==> src/rtl/led_ctrl_regs.sv <==
// rtl/led_ctrl_regs.sv - AXI4-Lite register block for the LED blink counter (optional IRQ_CNT via LED_CTRL_IRQ_CNT_EN)
module led_ctrl_regs (
    input  logic        clk100,
    input  logic        rst,
    input  logic [3:0]  s_awaddr,
    input  logic        s_awvalid,
    output logic        s_awready,
    input  logic [31:0] s_wdata,
    input  logic [3:0]  s_wstrb,
    input  logic        s_wvalid,
    output logic        s_wready,
    output logic [1:0]  s_bresp,
    output logic        s_bvalid,
    input  logic        s_bready,
    input  logic [3:0]  s_araddr,
    input  logic        s_arvalid,
    output logic        s_arready,
    output logic [31:0] s_rdata,
    output logic [1:0]  s_rresp,
    output logic        s_rvalid,
    input  logic        s_rready,
    output logic [4:0]  div_o,
    output logic        wren_o,
    input  logic        led_int_i,
    output logic        irq_o
);

    typedef enum logic {W_IDLE, W_RESP} w_state_t;
    typedef enum logic {R_IDLE, R_DATA} r_state_t;

    w_state_t    w_state, w_state_nx;
    r_state_t    r_state, r_state_nx;
    logic        w_hs, r_hs;
    logic        wr_en;
    logic        en, pend, led_int_q;
    logic        pend_set, pend_clr;
    logic [31:0] irq_cnt;
    logic [31:0] rd_mux;

    // Byte lanes above 0 and the address LSBs carry nothing in this map.
    logic        unused_ok;
    assign unused_ok = &{1'b0, s_wdata[31:5], s_wstrb[3:1], s_awaddr[1:0], s_araddr[1:0]};

    assign s_bresp = 2'b00;
    assign s_rresp = 2'b00;

    // Write FSM state register.
    always_ff @(posedge clk100) begin
        if (rst) w_state <= W_IDLE;
        else     w_state <= w_state_nx;
    end

    // Write FSM: accept AW and W only together, then hold the response until taken.
    always_comb begin
        w_state_nx = w_state;
        s_awready  = 1'b0;
        s_wready   = 1'b0;
        s_bvalid   = 1'b0;
        w_hs       = 1'b0;
        case (w_state)
            W_IDLE: begin
                w_hs      = s_awvalid & s_wvalid & ~rst;
                s_awready = w_hs;
                s_wready  = w_hs;
                if (w_hs) w_state_nx = W_RESP;
            end
            W_RESP: begin
                s_bvalid = 1'b1;
                if (s_bready) w_state_nx = W_IDLE;
            end
            default: w_state_nx = W_IDLE;
        endcase
    end

    // Read FSM state register.
    always_ff @(posedge clk100) begin
        if (rst) r_state <= R_IDLE;
        else     r_state <= r_state_nx;
    end

    // Read FSM: single-cycle address accept, then hold data until taken.
    always_comb begin
        r_state_nx = r_state;
        s_arready  = 1'b0;
        s_rvalid   = 1'b0;
        r_hs       = 1'b0;
        case (r_state)
            R_IDLE: begin
                r_hs      = s_arvalid & ~rst;
                s_arready = r_hs;
                if (r_hs) r_state_nx = R_DATA;
            end
            R_DATA: begin
                s_rvalid = 1'b1;
                if (s_rready) r_state_nx = R_IDLE;
            end
            default: r_state_nx = R_IDLE;
        endcase
    end

    assign wr_en    = w_hs & s_wstrb[0];
    assign pend_set = led_int_i & ~led_int_q;
    assign pend_clr = wr_en & (s_awaddr[3:2] == 2'd1) & s_wdata[0];

    // CTRL/IRQ_EN storage; wren_o pulses alongside each new divisor.
    always_ff @(posedge clk100) begin
        if (rst) begin
            div_o  <= 5'd0;
            wren_o <= 1'b0;
            en     <= 1'b0;
        end else begin
            wren_o <= 1'b0;
            if (wr_en && s_awaddr[3:2] == 2'd0) begin
                div_o  <= s_wdata[4:0];
                wren_o <= 1'b1;
            end
            if (wr_en && s_awaddr[3:2] == 2'd2) en <= s_wdata[0];
        end
    end

    // Edge detect on led_int_i; a new edge beats a simultaneous W1C.
    always_ff @(posedge clk100) begin
        if (rst) begin
            led_int_q <= 1'b0;
            pend      <= 1'b0;
            irq_o     <= 1'b0;
        end else begin
            led_int_q <= led_int_i;
            if (pend_set)      pend <= 1'b1;
            else if (pend_clr) pend <= 1'b0;
            irq_o <= pend & en;
        end
    end

`ifdef LED_CTRL_IRQ_CNT_EN
    // Saturating count of PEND-set events, cleared by any CTRL write.
    always_ff @(posedge clk100) begin
        if (rst)                                     irq_cnt <= 32'd0;
        else if (wr_en && s_awaddr[3:2] == 2'd0)     irq_cnt <= 32'd0;
        else if (pend_set && irq_cnt != 32'hFFFF_FFFF) irq_cnt <= irq_cnt + 32'd1;
    end
`else
    assign irq_cnt = 32'd0;
`endif

    // Read data selection.
    always_comb begin
        rd_mux = 32'd0;
        case (s_araddr[3:2])
            2'd0: rd_mux = {27'd0, div_o};
            2'd1: rd_mux = {30'd0, led_int_i, pend};
            2'd2: rd_mux = {31'd0, en};
            2'd3: rd_mux = irq_cnt;
            default: rd_mux = 32'd0;
        endcase
    end

    // Read data is captured on the address handshake and held until taken.
    always_ff @(posedge clk100) begin
        if (rst)       s_rdata <= 32'd0;
        else if (r_hs) s_rdata <= rd_mux;
    end

endmodule

==> config.mk <==
export PLATFORM = sky130hd
export DESIGN_NAME = led_ctrl_regs
export DESIGN_NICKNAME = d
export VERILOG_FILES = /design/src/rtl/led_ctrl_regs.sv
export SDC_FILE = /design/constraint.sdc
export NUM_CORES = 1
export LEC_CHECK = 0
export ABC_AREA = 1
export CORE_MARGIN = 2
export CORE_UTILIZATION = 26
export DETAILED_ROUTE_END_ITERATION = 6
export PLACE_DENSITY = 0.76
export SLEW_MARGIN = 30
export SYNTH_ARGS = -nofsm -noshare
export SYNTH_HDL_FRONTEND = slang
export SYNTH_SLANG_ARGS = --single-unit
==> constraint.sdc <==
create_clock -name clk100 -period 0.8 [get_ports clk100]
set_input_delay 0.16 -clock clk100 [delete_from_list [all_inputs] [get_ports clk100]]
set_output_delay 0.16 -clock clk100 [all_outputs]
set_load 0.05 [all_outputs]
==> impl_metrics.toml, run 1 <==
[critical_path]
reg2reg_to = "div_o[3]"
crit_path_end_kind = "primary output"
critPathArrivalTime_ns = 1.05
crit_fanout = 3
setup.worst_path.start_class = "flip-flop"
reg2reg_slack_ns = -0.35
worstSetupStartpoint = "w_state"
reg2reg_depth = 8
required_ns = 0.64
critical_path_class = "flip-flop to primary output"
worst_r2r_startpoint = "w_state"

[yosys]
synth_edf_count = 0
netlist_top_cells_count = "32 x buf_4, 23 x nor2_1, 17 x dfxtp_1, 15 x inv_1, 15 x nand2_1"
yosysMostFrequentCell = "buf_4"
synth_top_area_frac = 0.348
ys_seq_area_frac = 0.348
synth_warnings = 0
synthesis.area_um2 = 978
ys_ff_latch = 17
syn_inst = 136
synthTopCellsByArea = "dfxtp_1 35%, buf_4 25%, nor2_1 8.8%, inv_1 5.8%, nand2_1 5.8%"
async_flop_share = 0
yosysUniqueCellTypes = 19
synth_flop_cell = "dfxtp_1"
yosysTopAreaCell = "dfxtp_1"
syn_avg_cell_area_um2 = 7.19

[timing]
setup_violations = 32
fmax_ghz = 0.827
fin_setup_tns_ns = -6.07
hold_viol = 0
fin_crit_ns = 1.21
rsz0062_at_grt = "true"
slew_violations = 0
skew_ns = 0.00150
period_share = 1.51
setup_slack_ns = -0.409

[placed_design]
portBuffers = 34
dpl_worst_slack_ns = -0.575
gp_congestion = 0.819
dp_hpwl_mm = 1.70
dp_cells = 228

[pwr]
clkPwrFrac = 0.261
p_sw_frac = 0.384
power_density_nw_per_um2 = 1430
comb_power_share = 0.378
ir_worst_vdd_uv = 432
power.internal_mw = 1.54
p_leak_nw = 0.818
p_switching_uw = 963
power_frac_seq = 0.361

[layout]
stdcell_count = 244
drive_above_1_share = 0.413
syn_to_final_growth_pct = 79.0
diodes = 0
final_nets = 249

[detailed_routing]
drc = 0
totalWireLength_mm = 2.21
ant_nets = 0
vias_per_cell = 3.77
post_drt_wl_per_cell_um = 9.07
drt_pass1_iterations = 4
drt_iter0_drc = 33
vias = 919

[grt]
track_usage = 0.108
grt_max_degree = 14
antenna_found_initial = 0
grt_overflow = 0
grt_pass1_vias = 827
grt_pass1_wl_mm = 3.49

[min_path]
hp-class = "input port to flip-flop"
min_path_cells = 4
hp-start = "rst"
holdPathEnd = "w_state"

[clocking]
clk_pin_slew_ns = 0.07
cts_num_sinks = 17
cts-root-buf = "clkbuf_8"
cts_tree = "built"
clock_latency_ns = 0.26
htree_levels = 1
cts_buffers = 3
cts.path.max_buffers = 2

[run_status]
violations = "negative setup slack"
status = "finished, violations left"

[floorplan]
start_util = 0.269
io-pin-count = 100
core-area_um2 = 3630
die_width_um = 65.3
placementRows = 22
die_h_um = 65.3
die_area_um2 = 4270

[flow_run]
cap_violations = 0
## placed cells by master (no fill, tap or decap), types with 5 or more instances in the layout
cell type and n:
conb_1 31, nor2_1 21, buf_4 19, buf_12 17, nand2_1 13, inv_1 12, clkdlybuf4s50_1 11, dfxtp_2 8
nand4_1 6, dfxtp_4 6, dlygate4sd2_1 6, buf_6 6, nor2_4 5
## layout make-up
cell class | instances | area (µm²)
Timing Repair Buffer | 59 | 713
Inverter | 17 | 66.3
Tap cell | 48 | 60.1
Clock inverter | 1 | 5.00
Clock buffer | 3 | 41.3
Fill cell | 362 | 1880
Multi-Input combinational cell | 99 | 493
Sequential cell | 17 | 373
## power by group through the flow
stage	Combinational, mW	Clock [mW]	Sequential [mW]
floorplan	0.599	0	1.02
global placement	0.891	0	0.934
detailed placement	0.897	0	0.935
CTS	0.944	0.677	0.906
global route	0.996	0.714	0.909
finish	0.947	0.654	0.906
## state kept, by name, summed over array words and instances, names as in the netlist
name / count
led_int_q: 1
w_state: 1
s_rdata: 5
div_o: 5
r_state: 1
en: 1
wren_o: 1
irq_o: 1
pend: 1
## worst max-delay path by stage
| stage | slack [ns] | cells past startpoint | end |
|---|---|---|---|
| 3_3_place_gp | -0.55 | 7 | div_o[1] |
| 6_report | -0.41 | 4 | s_awready |
| 5_1_grt | -0.45 | 4 | s_arready |
| 4_1_cts | -0.41 | 4 | s_awready |
| 3_5_place_dp | -0.58 | 7 | div_o[4] |
| 2_1_floorplan | -0.46 | 4 | s_wready |
## repair_timing
action / 4_1_cts / 5_1_grt
gates resized for setup: 27 / 3
endpoints found under the setup margin: 34 / 32
hold buffers: 0 / 0
pin swaps: 10 / 7
buffers inserted: 13 / 2
## routing by layer
metal / track usage / up-vias / share of wire
li1: - / 482 / -
met1: 0.118 / 391 / 0.41
met2: 0.186 / 41 / 0.49
met3: 0.0257 / 5 / 0.075
met4: 0.0703 / 0 / 0.027
met5: 0 / - / 0
## kinds of logic after synthesis
group	count (synthesis)	synth area share
compound gates	14	0.0742
buf+inv	50	0.316
flops	17	0.348
other cells	1	0.00383
simple gates	54	0.258
## worst max-delay path: stages (launching register included)
cell and delay (ns):
dfxtp_4 0.35, inv_2 0.05, nand2_2 0.06, nor2_4 0.17, buf_12 0.16
## stage by stage
stage / hold WS, ns / cell area [µm²] / power, mW / utilization
after floorplan: 0.213 / 1140 / 1.62 / -
after global placement: 0.418 / 1560 / 1.82 / 0.430
after detailed placement: 0.412 / 1560 / 1.83 / 0.430
after CTS: 0.370 / 1740 / 2.53 / 0.478
after global routing: 0.392 / 1750 / 2.62 / 0.482
final: 0.380 / 1750 / 2.51 / 0.482
Note: power is estimated with default switching activity, not from simulation.
==> run 2: changes to the inputs <==
- RECOVER_POWER: default -> 25
==> impl_metrics.toml, run 2 (synthesis results as in run 1) <==
[timing]
setup_violations = 32
fin_setup_tns_ns = -6.04
skew_ns = 0.00268
fmax_ghz = 0.828
fin_crit_ns = 1.21
holdWs_ns = 0.381
rsz0062_at_grt = "true"
period_share = 1.51
slew_violations = 0
hold_viol = 0
setup_slack_ns = -0.408

[floorplan]
core-area_um2 = 3630
start_util = 0.269
placementRows = 22
die_h_um = 65.3
die_area_um2 = 4270
die_width_um = 65.3
io-pin-count = 100

[grt]
antenna_found_initial = 0
grt_pass1_wl_mm = 3.49
track_usage = 0.108
grt_max_degree = 14
grt_overflow = 0
grt_pass1_vias = 827

[layout]
postLayoutCoreUtil = 0.482
drive_above_1_share = 0.413
final_common_cell = "conb_1"
final_nets = 249
final_area_um2 = 1750
n_fill_cell = 362
top_regs = "div_o x5, s_rdata x5"
diodes = 0
syn_to_final_growth_pct = 79.0
stdcell_count = 244
layout_common_cells = "31 x conb_1, 21 x nor2_1, 18 x buf_4, 17 x buf_12, 13 x nand2_1"

[critical_path]
critical_path_class = "flip-flop to primary output"
critPathTopFamily = "flip-flops"
crit_path_end_kind = "primary output"
crit_fanout = 3
slowest_delay_ns = 0.35
path_cells = "inv_2 > nand2_2 > nor2_4 > buf_12"
critPathArrivalTime_ns = 1.05
timing.critical_path.buf_inv = 2
slowest_stage = "dfxtp_4"
required_ns = 0.64
setup.worst_path.start_class = "flip-flop"

[detailed_routing]
drc = 0
drt_pass1_iterations = 4
post_drt_wl_per_cell_um = 9.04
vias = 920
totalWireLength_mm = 2.21
ant_nets = 0
vias_per_cell = 3.77
drt_iter0_drc = 33

[pwr]
ir_worst_vdd_uv = 426
power.internal_mw = 1.54
comb_power_share = 0.378
power_density_nw_per_um2 = 1430
power_frac_seq = 0.362
p_leak_nw = 0.817
p_total_mw = 2.50
p_sw_frac = 0.383
clkPwrFrac = 0.260
p_switching_uw = 959

[clocking]
cts_tree = "built"
htree_levels = 1
clk_pin_slew_ns = 0.06
cts-root-buf = "clkbuf_8"
cts_buffers = 3
cts_num_sinks = 17
clock_latency_ns = 0.26
cts.path.max_buffers = 2

[run_status]
violations = "negative setup slack"
status = "finished, violations left"

[flow_run]
cap_violations = 0

[placed_design]
post_dp_cell_area_um2 = 1560
dp_hpwl_mm = 1.70
gp_congestion = 0.819
portBuffers = 34
dpl_worst_slack_ns = -0.575
dp_cells = 228

[min_path]
hp-class = "input port to flip-flop"
run 2: cell types whose count changed in the layout (fill, tap and decap cells not counted):
| cell | change |
|---|---|
| buf_4 | -1 |
| clkbuf_4 | +1 |
run 2: area by class of cell:
type	instances	area [µm²]	area share
Multi-Input combinational cell	99	493	0.281
Clock inverter	1	5.00	0.00286
Tap cell	48	60.1	0.0343
Inverter	17	66.3	0.0379
Sequential cell	17	373	0.213
Clock buffer	3	41.3	0.0236
Timing Repair Buffer	59	713	0.407
run 2: final timing paths:
kind	start	to	slack, ns	depth (start not counted)
worst max-delay path	w_state	s_awready	-0.41	4
worst min register to register	led_int_q	pend	0.40	1
worst min-delay path	rst	w_state	0.38	4
worst max register to register	w_state	div_o[3]	-0.35	8
run 2: layer usage:
metal  GRT usage  vias to the layer above  wire length (µm)  part of all wire
met5           0                        -                 0                 0
met4      0.0703                        0                59             0.027
met3      0.0257                        5               166             0.075
met2       0.186                       41              1090              0.49
met1       0.118                      392               893              0.40
li1            -                      482                 -                 -
run 2: repair_timing:
item,4_1_cts,5_1_grt
resized for setup,27,3
endpoints found under the setup margin,34,32
hold endpoints to repair,0,0
buffers inserted,13,2
gates cloned,0,0
hold buffers,0,0
pin swaps,10,7
run 2: worst min-delay path: cells and delay by family:
kind / cells / cell delay [ns]
compound gates: 1 / 0.07
buf+inv: 2 / 0.28
simple gates: 1 / 0.09
run 2: power by group through the flow:
| stage | logic (mW) | registers, mW | clock network (mW) |
|---|---|---|---|
| 5_1_grt | 0.996 | 0.909 | 0.714 |
| 6_report | 0.947 | 0.906 | 0.650 |
| 3_5_place_dp | 0.897 | 0.935 | 0 |
| 3_3_place_gp | 0.891 | 0.934 | 0 |
| 4_1_cts | 0.944 | 0.906 | 0.677 |
| 2_1_floorplan | 0.599 | 1.02 | 0 |
